<file path="src/rtl/adder_pkg.sv">
// Shared definitions for the chunked multi-cycle adder: FSM encoding and default sizing.
package adder_pkg;

    typedef enum logic [1:0] {
        IDLE = 2'd0,
        CALC = 2'd1,
        DONE = 2'd2
    } state_e;

    localparam int DEFAULT_WIDTH = 32;
    localparam int DEFAULT_CHUNK = 8;

endpackage

</file>
<file path="src/rtl/full_adder_chunk.sv">
// Purely combinational CHUNK-bit adder with carry-in; F_o = {carry_out, sum}.
module full_adder_chunk #(
    parameter int CHUNK = 8
) (
    input  logic [CHUNK-1:0] A_i,
    input  logic [CHUNK-1:0] B_i,
    input  logic             C_i,
    output logic [CHUNK:0]   F_o
);

    assign F_o = {1'b0, A_i} + {1'b0, B_i} + {{CHUNK{1'b0}}, C_i};

endmodule

</file>
<file path="src/rtl/adder_multicycle_chunked.sv">
// Multi-cycle adder: F_o = A_i + B_i + C_i computed CHUNK bits per cycle, low chunk first,
// with a valid/ready handshake on both operand and result sides.
module adder_multicycle_chunked
    import adder_pkg::*;
#(
    parameter int WIDTH = DEFAULT_WIDTH,
    parameter int CHUNK = DEFAULT_CHUNK
) (
    input  logic             clk_i,
    input  logic             rst_i,
    input  logic             in_valid_i,
    output logic             in_ready_o,
    input  logic [WIDTH-1:0] A_i,
    input  logic [WIDTH-1:0] B_i,
    input  logic             C_i,
    output logic             out_valid_o,
    input  logic             out_ready_i,
    output logic [WIDTH:0]   F_o
);

    localparam int NCHUNK = WIDTH / CHUNK;
    localparam int IDX_W  = (NCHUNK > 1) ? $clog2(NCHUNK) : 1;
    localparam logic [IDX_W-1:0] LAST_IDX = IDX_W'(NCHUNK - 1);

    generate
        if (CHUNK < 1 || CHUNK > WIDTH || (WIDTH % CHUNK) != 0) begin : g_bad_params
            $fatal(1, "adder_multicycle_chunked: WIDTH must be a nonzero multiple of CHUNK");
        end
    endgenerate

    state_e             state_q, state_d;
    logic [IDX_W-1:0]   idx_q, idx_d;
    logic               carry_q, carry_d;
    logic [WIDTH-1:0]   sum_q, sum_d;
    logic [WIDTH-1:0]   a_q, a_d;
    logic [WIDTH-1:0]   b_q, b_d;
    logic [WIDTH:0]     f_q, f_d;
    logic               in_ready_q, in_ready_d;
    logic               out_valid_q, out_valid_d;

    logic [CHUNK-1:0]   a_chunk;
    logic [CHUNK-1:0]   b_chunk;
    logic [CHUNK:0]     fa_f;

    assign a_chunk = a_q[idx_q*CHUNK +: CHUNK];
    assign b_chunk = b_q[idx_q*CHUNK +: CHUNK];

    full_adder_chunk #(
        .CHUNK (CHUNK)
    ) u_fa (
        .A_i (a_chunk),
        .B_i (b_chunk),
        .C_i (carry_q),
        .F_o (fa_f)
    );

    always_comb begin
        state_d = state_q;
        idx_d   = idx_q;
        carry_d = carry_q;
        sum_d   = sum_q;
        a_d     = a_q;
        b_d     = b_q;
        f_d     = f_q;
        case (state_q)
            IDLE: begin
                if (in_valid_i) begin
                    a_d     = A_i;
                    b_d     = B_i;
                    carry_d = C_i;
                    idx_d   = '0;
                    state_d = CALC;
                end
            end
            CALC: begin
                sum_d[idx_q*CHUNK +: CHUNK] = fa_f[CHUNK-1:0];
                carry_d = fa_f[CHUNK];
                idx_d   = idx_q + IDX_W'(1);
                // Result register is loaded only here, so F_o holds across DONE and IDLE.
                if (idx_q == LAST_IDX) begin
                    f_d     = {fa_f[CHUNK], sum_d};
                    state_d = DONE;
                end
            end
            DONE: begin
                if (out_ready_i) begin
                    state_d = IDLE;
                end
            end
            default: state_d = IDLE;
        endcase
        in_ready_d  = (state_d == IDLE);
        out_valid_d = (state_d == DONE);
    end

    always_ff @(posedge clk_i or posedge rst_i) begin
        if (rst_i) begin
            state_q     <= IDLE;
            idx_q       <= '0;
            carry_q     <= 1'b0;
            sum_q       <= '0;
            a_q         <= '0;
            b_q         <= '0;
            f_q         <= '0;
            in_ready_q  <= 1'b1;
            out_valid_q <= 1'b0;
        end else begin
            state_q     <= state_d;
            idx_q       <= idx_d;
            carry_q     <= carry_d;
            sum_q       <= sum_d;
            a_q         <= a_d;
            b_q         <= b_d;
            f_q         <= f_d;
            in_ready_q  <= in_ready_d;
            out_valid_q <= out_valid_d;
        end
    end

    assign in_ready_o  = in_ready_q;
    assign out_valid_o = out_valid_q;
    assign F_o         = f_q;

endmodule

</file>
<file path="config.mk">
export PLATFORM = sky130hd
export DESIGN_NAME = adder_multicycle_chunked
export DESIGN_NICKNAME = d
export VERILOG_FILES = /design/src/rtl/adder_pkg.sv /design/src/rtl/full_adder_chunk.sv /design/src/rtl/adder_multicycle_chunked.sv
export SDC_FILE = /design/constraint.sdc
export NUM_CORES = 1
export LEC_CHECK = 0
export CAP_MARGIN = 40
export CELL_PAD_IN_SITES_DETAIL_PLACEMENT = 0
export CELL_PAD_IN_SITES_GLOBAL_PLACEMENT = 2
export CORE_UTILIZATION = 39
export DETAILED_ROUTE_END_ITERATION = 7
export PLACE_DENSITY_LB_ADDON = 0.1
export SKIP_LAST_GASP = 1
export SYNTH_ARGS = -nofsm -noshare
export SYNTH_HDL_FRONTEND = slang
export SYNTH_SLANG_ARGS = --single-unit
</file>
<file path="constraint.sdc">
create_clock -name clk_i -period 12.4 [get_ports clk_i]
set_input_delay 1.86 -clock clk_i [delete_from_list [all_inputs] [get_ports clk_i]]
set_output_delay 1.86 -clock clk_i [all_outputs]
set_load 0.05 [all_outputs]
</file>
==> flow_summary.ini <==
[floorplan]
initial_utilization = 0.402
io_pins = 104
dieHeight_um = 128
rows = 45
die_w_um = 128
fp.coreArea_um2 = 15300
die_area_um2 = 16300

[global_routing]
grt_pass1_wl_um = 23200
antenna_found_initial = 0
grt.overflow.total = 0
grt_pass1_vias = 4357
grt.total_usage = 0.189
grt_max_degree = 61

[route]
ant_nets = 0
wire_per_inst_um = 17.3
wl_met3_um = 430
vias = 4187
vias_per_cell = 5.13
drt_wl_total_um = 14100
drt-initial-drc-count = 253
first_pass_iters = 4
drc = 0
drt-met1-wl_um = 6130
met2_wirelength_um = 7320
highest_layer = met4

[place]
port_buffers = 103
place.gp.congestion = 0.732
hpwl_um = 9870

[final_layout]
drive_gt1_frac = 0.210
n_antenna_cell = 0
area_growth_pct = 29.6
num-nets-final = 676
fill_cells = 1372

[clock_network]
cts-buffers-inserted = 17
cts_root_buffer = clkbuf_16
cts_tree = done
cts.repair.resized = 0
clock_path_buffers = 2
clock_latency_ns = 0.41
clock-sinks = 136
htreeDepth = 4
postCtsSetupRepairBufs = 0
cts_hold_buf = 0
clk_pin_slew_ns = 0.06

[timing]
worstMarginPinSlew_ns = 0.936
setup_viol_count_final = 0
rsz0062_at_grt = false
hold_violations = 0
fin_crit_sh = 0.308
fmax_ghz = 0.262
post-route-min-period_ns = 3.82
finalClockSkew_ns = 0.00897
slew_headroom = 0.372
tns_ns = 0
maxSlewViolCount = 0

[critical_path]
cp_data_arrival_time_ns = 4.11
worst_setup_path_start_kind = primary input
cp-end-kind = flop
worstPathMaxFanout = 52
worstSetupPathType = primary input to flop
cp.required_ns = 12.69

[synth]
async_reset_ff_frac = 1.00
synth-edff-count = 0
synth_warnings = 0
synth-seq-cells = 136
synth_cell_types = 48
ys.flop_type = dfrtp_1
ys_seq_area_frac = 0.553
synth_area_um2 = 6150
synth.avg_cell_area_um2 = 12.7
synth_cells = 485
synth_nets = 569

[outcome]
run_status = complete, no violations

[worst_hold_path]
min_path_type = flop to flop

[job]
drv_cap = 0
[path summary, 6_finish.rpt]
kind                       slack (ns)  cells after the start   endpoint  startpoint
min in group asynchronous        1.89                      2    a_q[16]       rst_i
min                              0.48                      2    F_o[29]     F_o[29]
min reg2reg                      0.48                      2    F_o[29]     F_o[29]
max reg2reg                      8.90                     10  sum_q[28]    idx_q[0]
max                              8.58                      4    a_q[14]  in_valid_i
max in group asynchronous        9.34                      4    F_o[24]       rst_i
[routing by layer]
metal,up-vias,GRT usage
li1,1988,-
met4,0,0.0685
met2,87,0.330
met5,-,0
met3,18,0.0364
met1,2094,0.235
[cell usage in the layout, fill, tap and decap left out, types with 9 or more instances in the layout]
cell type	netlist	routed
dfrtp_1	135	135
clkdlybuf4s50_1	0	103
mux2_2	64	64
nand2_1	47	47
o21ai_0	33	33
nor2_1	26	26
a21oi_1	20	20
clkbuf_16	0	17
mux4_2	16	16
a22o_1	16	16
ha_1	13	13
inv_1	13	12
a221oi_1	11	11
and3_1	10	10
o21ai_1	9	9
[registers in the layout, indices dropped and copies added (netlist names)]
register / flops
F_o: 33
a_q: 32
b_q: 32
sum_q: 32
idx_q: 2
state_q: 2
carry_q: 1
in_ready_o: 1
out_valid_o: 1
[critical path, cell delays in order]
cell and delay (ns):
clkdlybuf4s50_1 0.51, nor3b_4 0.62, buf_4 0.66, mux2_2 0.41
[Yosys cell counts (2+ instances only)]
cell type  count  share of area
a22oi_1        6         0.0073
a211oi_1       2         0.0024
o21a_1         2         0.0024
o21ai_0       33          0.027
a21o_1         4         0.0049
nor2b_1        3         0.0030
o21ai_1        9         0.0073
inv_1         13         0.0079
a21oi_1       20          0.016
and3_1        10          0.010
nor3b_1        2         0.0024
clkbuf_1       3         0.0018
buf_2         12         0.0098
nor2_1        26          0.016
dfrtp_1      135           0.55
nor3_2         2         0.0033
ha_1          13          0.026
o211ai_1       3         0.0037
nand2_1       47          0.029
and2_1         3         0.0030
buf_6          4         0.0073
nand2b_1       2         0.0020
mux2_2        64           0.12
a22o_1        16          0.023
mux4_2        16          0.059
fa_1           2         0.0065
a221oi_1      11          0.016
xnor2_1        2         0.0028
[through the flow]
step	setup WS, ns	std cells	area (um^2)	utilization	hold WS (ns)
3_5_place_dp	8.17	784	7400	0.483	0.467
2_1_floorplan	6.90	485	6150	-	0.442
3_3_place_gp	8.24	783	7370	0.481	0.456
6_report	8.58	816	7980	0.521	0.477
4_1_cts	8.59	816	7980	0.521	0.479
5_1_grt	8.44	816	7980	0.521	0.498
[cells by family (layout without fill, tap and decap cells)]
family                     Yosys count  count (layout)  share of synthesized area
DFF                                136             136                      0.553
adders and majority gates           15              15                     0.0329
buffers and inverters               34             154                     0.0287
AOI/OAI and AO/OA                  113             113                      0.120
muxes                               80              80                      0.176
and+or+nand+nor                    103             103                     0.0831
xor gates and xnor gates             4               4                    0.00691
[area by class of cell]
cell class	count	area [um^2]	share of cell area
clock inverters	6	62.6	0.00784
flip-flops and latches	136	3400	0.427
multi-input cells	315	2580	0.323
clock buffers	26	519	0.0651
well taps	211	264	0.0331
inverters	13	51.3	0.00643
repair buffers	109	1100	0.137
Power is left out: the tool's default activity adds up to more than one toggle a clock period on the data nets, which glitch-free logic cannot reach.
